## config.mk

```make
export PLATFORM = sky130hd
export DESIGN_NAME = calc_sequencer
export DESIGN_NICKNAME = d
export VERILOG_FILES = /design/src/rtl/calc_sequencer.sv
export SDC_FILE = /design/constraint.sdc
export NUM_CORES = 1
export LEC_CHECK = 0
export BUFFER_PORTS_ARGS = -buffer_cell sky130_fd_sc_hd__buf_2
export CAP_MARGIN = 20
export CORE_MARGIN = 2
export CORE_UTILIZATION = 46
export DETAILED_ROUTE_END_ITERATION = 8
export PLACE_DENSITY = 0.84
export SLEW_MARGIN = 20
export SYNTH_ARGS = -nofsm -noshare
export SYNTH_HDL_FRONTEND = slang
export SYNTH_SLANG_ARGS = --single-unit
```

## constraint.sdc

```tcl
create_clock -name i_clk -period 1.8 [get_ports i_clk]
set_input_delay 0.27 -clock i_clk [delete_from_list [all_inputs] [get_ports i_clk]]
set_output_delay 0.27 -clock i_clk [all_outputs]
set_load 0.05 [all_outputs]
```

## src/rtl/calc_sequencer.sv

```systemverilog
// Operation sequencer for the calculator: collects A, B and operator, launches one
// operation on the shared arithmetic unit, and holds the result/error for display.
module calc_sequencer #(
    parameter int WIDTH          = 40,
    parameter int TIMEOUT_CYCLES = 1000000
) (
    input  logic             i_clk,
    input  logic             i_reset_n,
    input  logic             i_enter,
    input  logic             i_clear,
    input  logic [WIDTH-1:0] i_value,
    input  logic             i_value_sign,
    input  logic [1:0]       i_op,
    output logic             o_start,
    output logic [1:0]       o_op,
    output logic [WIDTH-1:0] o_a,
    output logic             o_a_sign,
    output logic [WIDTH-1:0] o_b,
    output logic             o_b_sign,
    input  logic             i_busy,
    input  logic             i_done,
    input  logic [WIDTH-1:0] i_result,
    input  logic             i_result_sign,
    input  logic             i_err,
    output logic [WIDTH-1:0] o_result,
    output logic             o_result_sign,
    output logic [1:0]       o_display_sel,
    output logic [3:0]       o_state_led,
    output logic             o_err,
    output logic             o_timeout
);

    localparam int CNT_W = $clog2(TIMEOUT_CYCLES + 1);
    localparam logic [CNT_W-1:0] CNT_LAST = CNT_W'(TIMEOUT_CYCLES - 1);

    typedef enum logic [2:0] {
        ST_ENTER_A = 3'd0,
        ST_ENTER_B = 3'd1,
        ST_ISSUE   = 3'd2,
        ST_WAIT    = 3'd3,
        ST_SHOW    = 3'd4,
        ST_ERROR   = 3'd5
    } state_t;

    state_t           state_q, state_d;
    logic [WIDTH-1:0] a_q, a_d;
    logic [WIDTH-1:0] b_q, b_d;
    logic [WIDTH-1:0] result_q, result_d;
    logic             a_sign_q, a_sign_d;
    logic             b_sign_q, b_sign_d;
    logic             result_sign_q, result_sign_d;
    logic [1:0]       op_q, op_d;
    logic             start_q, start_d;
    logic             err_q, err_d;
    logic             timeout_q, timeout_d;
    logic [CNT_W-1:0] cnt_q, cnt_d;
    logic [1:0]       sel_q, sel_d;
    logic [3:0]       led_q, led_d;

    logic div_by_zero;
    logic timeout_hit;

    assign div_by_zero = (i_op == 2'b11) && (i_value == '0);
    assign timeout_hit = (cnt_q == CNT_LAST);

    // State register
    always_ff @(posedge i_clk or negedge i_reset_n) begin
        if (!i_reset_n) begin
            state_q       <= ST_ENTER_A;
            a_q           <= '0;
            a_sign_q      <= 1'b0;
            b_q           <= '0;
            b_sign_q      <= 1'b0;
            result_q      <= '0;
            result_sign_q <= 1'b0;
            op_q          <= 2'b00;
            start_q       <= 1'b0;
            err_q         <= 1'b0;
            timeout_q     <= 1'b0;
            cnt_q         <= '0;
            sel_q         <= 2'b00;
            led_q         <= 4'b0001;
        end else begin
            state_q       <= state_d;
            a_q           <= a_d;
            a_sign_q      <= a_sign_d;
            b_q           <= b_d;
            b_sign_q      <= b_sign_d;
            result_q      <= result_d;
            result_sign_q <= result_sign_d;
            op_q          <= op_d;
            start_q       <= start_d;
            err_q         <= err_d;
            timeout_q     <= timeout_d;
            cnt_q         <= cnt_d;
            sel_q         <= sel_d;
            led_q         <= led_d;
        end
    end

    // Next-state logic; clear overrides every state
    always_comb begin
        state_d = state_q;
        if (i_clear) begin
            state_d = ST_ENTER_A;
        end else begin
            case (state_q)
                ST_ENTER_A: if (i_enter) state_d = ST_ENTER_B;
                ST_ENTER_B: if (i_enter) state_d = div_by_zero ? ST_ERROR : ST_ISSUE;
                ST_ISSUE:   if (!i_busy) state_d = ST_WAIT;
                ST_WAIT: begin
                    if (i_done)           state_d = i_err ? ST_ERROR : ST_SHOW;
                    else if (timeout_hit) state_d = ST_ERROR;
                end
                ST_SHOW:    if (i_enter) state_d = ST_ENTER_B;
                ST_ERROR:   state_d = ST_ERROR;
                default:    state_d = ST_ENTER_A;
            endcase
        end
    end

    // Registered outputs and datapath captures for the coming cycle
    always_comb begin
        a_d           = a_q;
        a_sign_d      = a_sign_q;
        b_d           = b_q;
        b_sign_d      = b_sign_q;
        result_d      = result_q;
        result_sign_d = result_sign_q;
        op_d          = op_q;
        start_d       = 1'b0;
        err_d         = err_q;
        timeout_d     = timeout_q;
        cnt_d         = cnt_q;
        sel_d         = 2'b00;
        led_d         = 4'b0001;

        if (i_clear) begin
            a_d           = '0;
            a_sign_d      = 1'b0;
            b_d           = '0;
            b_sign_d      = 1'b0;
            result_d      = '0;
            result_sign_d = 1'b0;
            op_d          = 2'b00;
            err_d         = 1'b0;
            timeout_d     = 1'b0;
            cnt_d         = '0;
        end else begin
            case (state_q)
                ST_ENTER_A: begin
                    if (i_enter) begin
                        a_d      = i_value;
                        a_sign_d = i_value_sign;
                    end
                end
                ST_ENTER_B: begin
                    if (i_enter) begin
                        b_d      = i_value;
                        b_sign_d = i_value_sign;
                        op_d     = i_op;
                        if (div_by_zero) err_d = 1'b1;
                    end
                end
                ST_ISSUE: begin
                    cnt_d = '0;
                    if (!i_busy) start_d = 1'b1;
                end
                ST_WAIT: begin
                    if (i_done) begin
                        result_d      = i_result;
                        result_sign_d = i_result_sign;
                        err_d         = i_err;
                    end else if (timeout_hit) begin
                        err_d     = 1'b1;
                        timeout_d = 1'b1;
                    end else begin
                        cnt_d = cnt_q + CNT_W'(1);
                    end
                end
                ST_SHOW: begin
                    // Chaining: the last result becomes operand A of the next operation
                    if (i_enter) begin
                        a_d      = result_q;
                        a_sign_d = result_sign_q;
                    end
                end
                default: ;
            endcase
        end

        case (state_d)
            ST_ENTER_A: begin sel_d = 2'b00; led_d = 4'b0001; end
            ST_ENTER_B: begin sel_d = 2'b01; led_d = 4'b0010; end
            ST_ISSUE:   begin sel_d = 2'b01; led_d = 4'b0100; end
            ST_WAIT:    begin sel_d = 2'b01; led_d = 4'b0100; end
            ST_SHOW:    begin sel_d = 2'b11; led_d = 4'b1000; end
            ST_ERROR:   begin sel_d = 2'b10; led_d = 4'b1111; end
            default:    begin sel_d = 2'b00; led_d = 4'b0001; end
        endcase
    end

    assign o_start       = start_q;
    assign o_op          = op_q;
    assign o_a           = a_q;
    assign o_a_sign      = a_sign_q;
    assign o_b           = b_q;
    assign o_b_sign      = b_sign_q;
    assign o_result      = result_q;
    assign o_result_sign = result_sign_q;
    assign o_display_sel = sel_q;
    assign o_state_led   = led_q;
    assign o_err         = err_q;
    assign o_timeout     = timeout_q;

endmodule

```

# ---- Yosys cells after proc, flatten, opt, wreduce, memory -nomap -nowiden
# Cells that the tools add are included.
# Widths: inputs -> output; s select.
dict set report classes {
  n_addsub 1
  mul 0
  n_div 0
  order_cmp 0
  n_eq_ne 20
  shift 0
  n_mux 48
  bitwise_logic 0
  n_reduce_logical 20
}
# cell n
set ops {}
lappend ops {{$mux 40} 8}
lappend ops {{$pmux 40 s2} 1}
lappend ops {{$mux 20} 3}
lappend ops {{$logic_not 40->1} 1}
lappend ops {{$pmux 20 s2} 1}
lappend ops {{$mux 3} 7}
lappend ops {{$add 20x1->20 const B} 1}
lappend ops {{$eq 20x20->1 const B} 1}
lappend ops {{$mux 1} 20}
lappend ops {{$ne 3x3->1 const B} 6}
lappend ops {{$pmux 4 s4} 1}
lappend ops {{$pmux 3 s5} 1}
lappend ops {{$eq 3x2->1 const B} 4}
lappend ops {{$eq 3x3->1 const B} 4}
lappend ops {{$reduce_bool 2->1} 5}
lappend ops {{$reduce_and 3->1} 3}
lappend ops {{$reduce_bool 3->1} 3}
lappend ops {{$eq 3x1->1 const B} 2}
lappend ops {{$mux 2} 3}
lappend ops {{$pmux 2 s3} 1}
lappend ops {{$ne 4x4->1 const B} 1}
lappend ops {{$pmux 1 s2} 2}
lappend ops {{$reduce_and 2->1} 2}
lappend ops {{$reduce_and 4->1} 1}
lappend ops {{6 further kinds} 7}
dict set report word_totals {
  reg_bits 157
  latchBits 0
  ram_bits 0
  rom_bits 0
  input_bits 91
  output_inout_bits 134
  wordCells 103
  mem_count 0
}

# ---- Longest topological paths before layout
dict set report depth {
  depth_word 9
  mapped_depth 8
  ltp_nobuf 6
}

# ---- Worst setup path after synthesis
# OpenSTA, ideal clock, no wires.
dict set report synth_path {
  path_kind {register to register}
  startpoint {register cnt_q[0]}
  endpoint {register cnt_q[0]}
  arrival_ps 1652
  required_time_ps 1672
  setup_slack_ps 21
  path_stages_with_launch 8
  n_path_buf 1
  period_less_slack_ps 1779
  path_cell_list {dfrtp_1 > ha_1 > and3_1 > buf_2 > nand2_1 > o21a_4 > nor2_4 > mux2_1}
}
dict set report synth_between {
  elab_chain_len 5
}
# element line
set synth_rtl {}
lappend synth_rtl {{start: declaration} 56} ;# logic [CNT_W-1:0] cnt_q, cnt_d;
lappend synth_rtl {{start signal: assignment} 95} ;# cnt_q <= cnt_d;
lappend synth_rtl {{$add 20x1->20} 178} ;# cnt_d = cnt_q + CNT_W'(1);
lappend synth_rtl {{$mux 20} 174} ;# end else if (timeout_hit) begin
lappend synth_rtl {{$mux 20} 170} ;# if (i_done) begin
lappend synth_rtl {{$pmux 20 s2} 150} ;# case (state_q)
lappend synth_rtl {{$mux 20} 138} ;# if (i_clear) begin
# Parallel ways exist; a longest one is shown, timed or not. The select of a mux whose other input is x is not followed.
# A chain may end at the register's enable or synchronous reset.

# ---- Worst setup path after layout
dict set report layout_path {
  startpoint {register cnt_q[7]}
  endpoint {register cnt_q[19]}
}
# The elaborated chain is that of the path after synthesis.

==> flow_summary.json <==
{
  "status": "finished with violations",
  "violations": "negative setup slack",
  "start_util_pct": 46.63,
  "synth_edf_count": 0,
  "vias": 6671,
  "avgRoutedWirePerCell_um": 19.99,
  "grt_pass1_vias": 6709,
  "rsz0062_at_grt": "true",
  "hpwl_um": 15890,
  "clk_pin_slew_ps": 70,
  "die_y_um": 127.5,
  "clock-skew-final_ps": 10.49,
  "arrival_ps": 2190,
  "p_leak_nw": 4.897,
  "drive_above_1_share_pct": 39.09,
  "netlist_instances": 669,
  "cts_sinks": 156,
  "antenna_found_initial": 1,
  "drc": 0,
  "p_switching_w": 0.002675,
  "synth_commonest_cells": "dfrtp_1 (155), nand2_1 (145), mux2i_1 (50), a21oi_1 (49), o21ai_0 (44)",
  "maxSlewViolCount": 0,
  "stdcell_area_um2": 9595,
  "cts_tree": "built",
  "yosysTopAreaCellShare_pct": 55.33,
  "viasPerCell": 5.796,
  "netlist_top_cells_area": "dfrtp_1 (55%), nand2_1 (7.8%), mux2i_1 (7.1%)",
  "synth.largest_area_cell": "dfrtp_1",
  "period_share_pct": 103.3,
  "antenna_left": 0,
  "power.share.combinational_pct": 16.4,
  "synthMostInstantiatedCell": "dfrtp_1",
  "synth.net_count": 761,
  "synth.distinct_cells": 59,
  "worst_pin_slew_ps": 723.7,
  "async_reset_ff_share_pct": 100.0,
  "fin_tns_setup_ps": -125.1,
  "swShare_pct": 29.43,
  "path_class": "flip-flop to flip-flop",
  "final_nets": 1042,
  "clk_path_buf_depth": 2,
  "hp-class": "input pin to flip-flop",
  "area_delta_synth_final_pct": 36.87,
  "worst_skew_pair.late_latency_ps": 420,
  "grt-ovfl-total": 0,
  "synth_warnings": 0,
  "layout_setup_ws_ps": -58.53,
  "max_freq_mhz": 538.1,
  "place_area_um2": 8877,
  "die-area_um2": 16240,
  "synth_seq_cells": 156,
  "grt_max_degree": 56,
  "io_buffers": 224,
  "cp-end-kind": "flip-flop",
  "initialDrtViolationCount": 443,
  "relSlewSlack_pct": 51.64,
  "p_clk_share_pct": 42.5,
  "grt_usage_pct": 28.50,
  "avgSynthCellArea_um2": 10.48,
  "htreeDepth": 4,
  "root_buffer": "clkbuf_16",
  "worstPathMaxFanout": 7,
  "synth_area_um2": 7010,
  "top_level_ports": 225,
  "die_w_um": 127.5,
  "drt-total-wl_um": 23000,
  "place_congestion": 0.8832,
  "ir_drop_mv": 0.6692,
  "required_ps": 2130,
  "grt_pass1_wl_um": 35800,
  "hold_viol_final": 0,
  "power_frac_seq_pct": 41.1,
  "timing.final.crit_period_ps": 1859,
  "maxCapViolCount": 0,
  "ys.flop_type": "dfrtp_1",
  "setup_viol": 6,
  "p_int_w": 0.006413,
  "start_kind": "flip-flop",
  "yosysSeqAreaShare_pct": 55.70,
  "first_pass_iters": 5,
  "power.density_nw_per_um2": 947.1,
  "core_area_um2": 15030,
  "numCtsBuffers": 17,
  "num_rows": 45
}
cell type report:
cell class	count	area, um2
Multi-Input combinational cell	460	2937
Timing Repair Buffer	310	1867
Fill cell	1200	5438
Sequential cell	156	3906
Antenna cell	1	2.502
Clock inverter	14	203.9
Inverter	5	18.77
Tap cell	188	235.2
Clock buffer	17	425.4
power groups by stage:
stage / registers (W) / logic [W] / clock network, W
after floorplan: 0.00426 / 0.000365 / 0
after global placement: 0.00379 / 0.00143 / 0
after detailed placement: 0.00379 / 0.00146 / 0
after CTS: 0.00373 / 0.00148 / 0.00390
after global routing: 0.00375 / 0.00158 / 0.00409
final: 0.00373 / 0.00149 / 0.00386
routing by layer:
metal	routed length (um)	vias up	GRT usage (%)
met5	0	-	0
met4	970	0	14.35
met3	1917	86	7.286
met2	11310	390	46.46
met1	8805	3249	35.28
li1	-	2946	-
placed cells by master (no fill, tap or decap), drive strengths merged, types with 2 or more instances in the layout:
| cell type | Yosys | final |
|---|---|---|
| a22o | 41 | 41 |
| clkinvlp | 0 | 2 |
| o31ai | 11 | 11 |
| bufinv | 0 | 4 |
| nand4 | 5 | 5 |
| nor4 | 12 | 12 |
| nor2 | 16 | 17 |
| o2111ai | 10 | 10 |
| dfrtp | 155 | 155 |
| and3 | 6 | 6 |
| and2 | 5 | 5 |
| and4 | 2 | 2 |
| mux2 | 2 | 2 |
| nand2 | 145 | 145 |
| buf | 27 | 309 |
| inv | 5 | 12 |
| a21oi | 49 | 49 |
| a211oi | 2 | 2 |
| o211ai | 4 | 4 |
| nand2b | 15 | 15 |
| nand3 | 10 | 10 |
| and3b | 3 | 3 |
| o21a | 2 | 2 |
| nor3b | 2 | 2 |
| clkbuf | 22 | 17 |
| mux2i | 50 | 50 |
| o21ai | 52 | 52 |
path summary, 6_finish.rpt:
| check | start | end | slack, ps | depth (start not counted) |
|---|---|---|---|---|
| setup / recovery | cnt_q[7] | cnt_q[19] | -60 | 6 |
| hold / removal | i_result[1] | o_result[1] | 60 | 2 |
| setup reg to reg | cnt_q[7] | cnt_q[19] | -60 | 6 |
| hold reg to reg | o_a[23] | o_a[23] | 480 | 2 |
| max in group asynchronous | i_reset_n | o_b[31] | 850 | 3 |
| min in group asynchronous | i_reset_n | cnt_q[8] | 290 | 2 |
worst max-delay path, stage by stage (launching register included):
cell and delay, ps:
dfrtp_1 410, nor4b_4 330, nand4_2 210, o21a_4 290, buf_12 140, o2111ai_2 180
mux2i_1 220
logic make-up after synthesis:
kind of cell | Yosys count | share of synthesized area, %
mux | 52 | 7.514
buf+inv | 54 | 3.730
compound gates | 176 | 16.92
fa+ha+maj | 1 | 0.1784
simple gates | 230 | 15.96
flops | 156 | 55.70
repair_timing:
action	4_1_cts	5_1_grt
hold endpoints to repair	25	0
pin swaps	2	2
resized for setup	3	11
gates cloned	1	0
buffers inserted	0	1
endpoints found under the setup margin	52	53
hold buffers	1	0
state kept, by name (all words and copies together) (netlist names):
signal	cells
state_q	3
o_a	40
o_result	40
o_state_led	4
o_display_sel	1
o_op	2
o_start	1
cnt_q	20
o_result_sign	1
o_timeout	1
o_b	40
o_err	1
o_b_sign	1
o_a_sign	1
stage by stage:
step                setup slack (ps)  util [%]  hold slack, ps  power, W  std cells
global placement              -266.4     59.05           160.0  0.005216       1116
global route                  -126.6     63.83           43.73  0.009416       1151
finish                        -58.53     63.83           57.26  0.009088       1151
floorplan                      20.51         -          -25.59  0.004624        669
detailed placement            -314.7     59.05           170.7  0.005251       1116
CTS                           -49.98     63.46           41.29  0.009110       1149
Note: power is estimated with default switching activity, not from simulation.
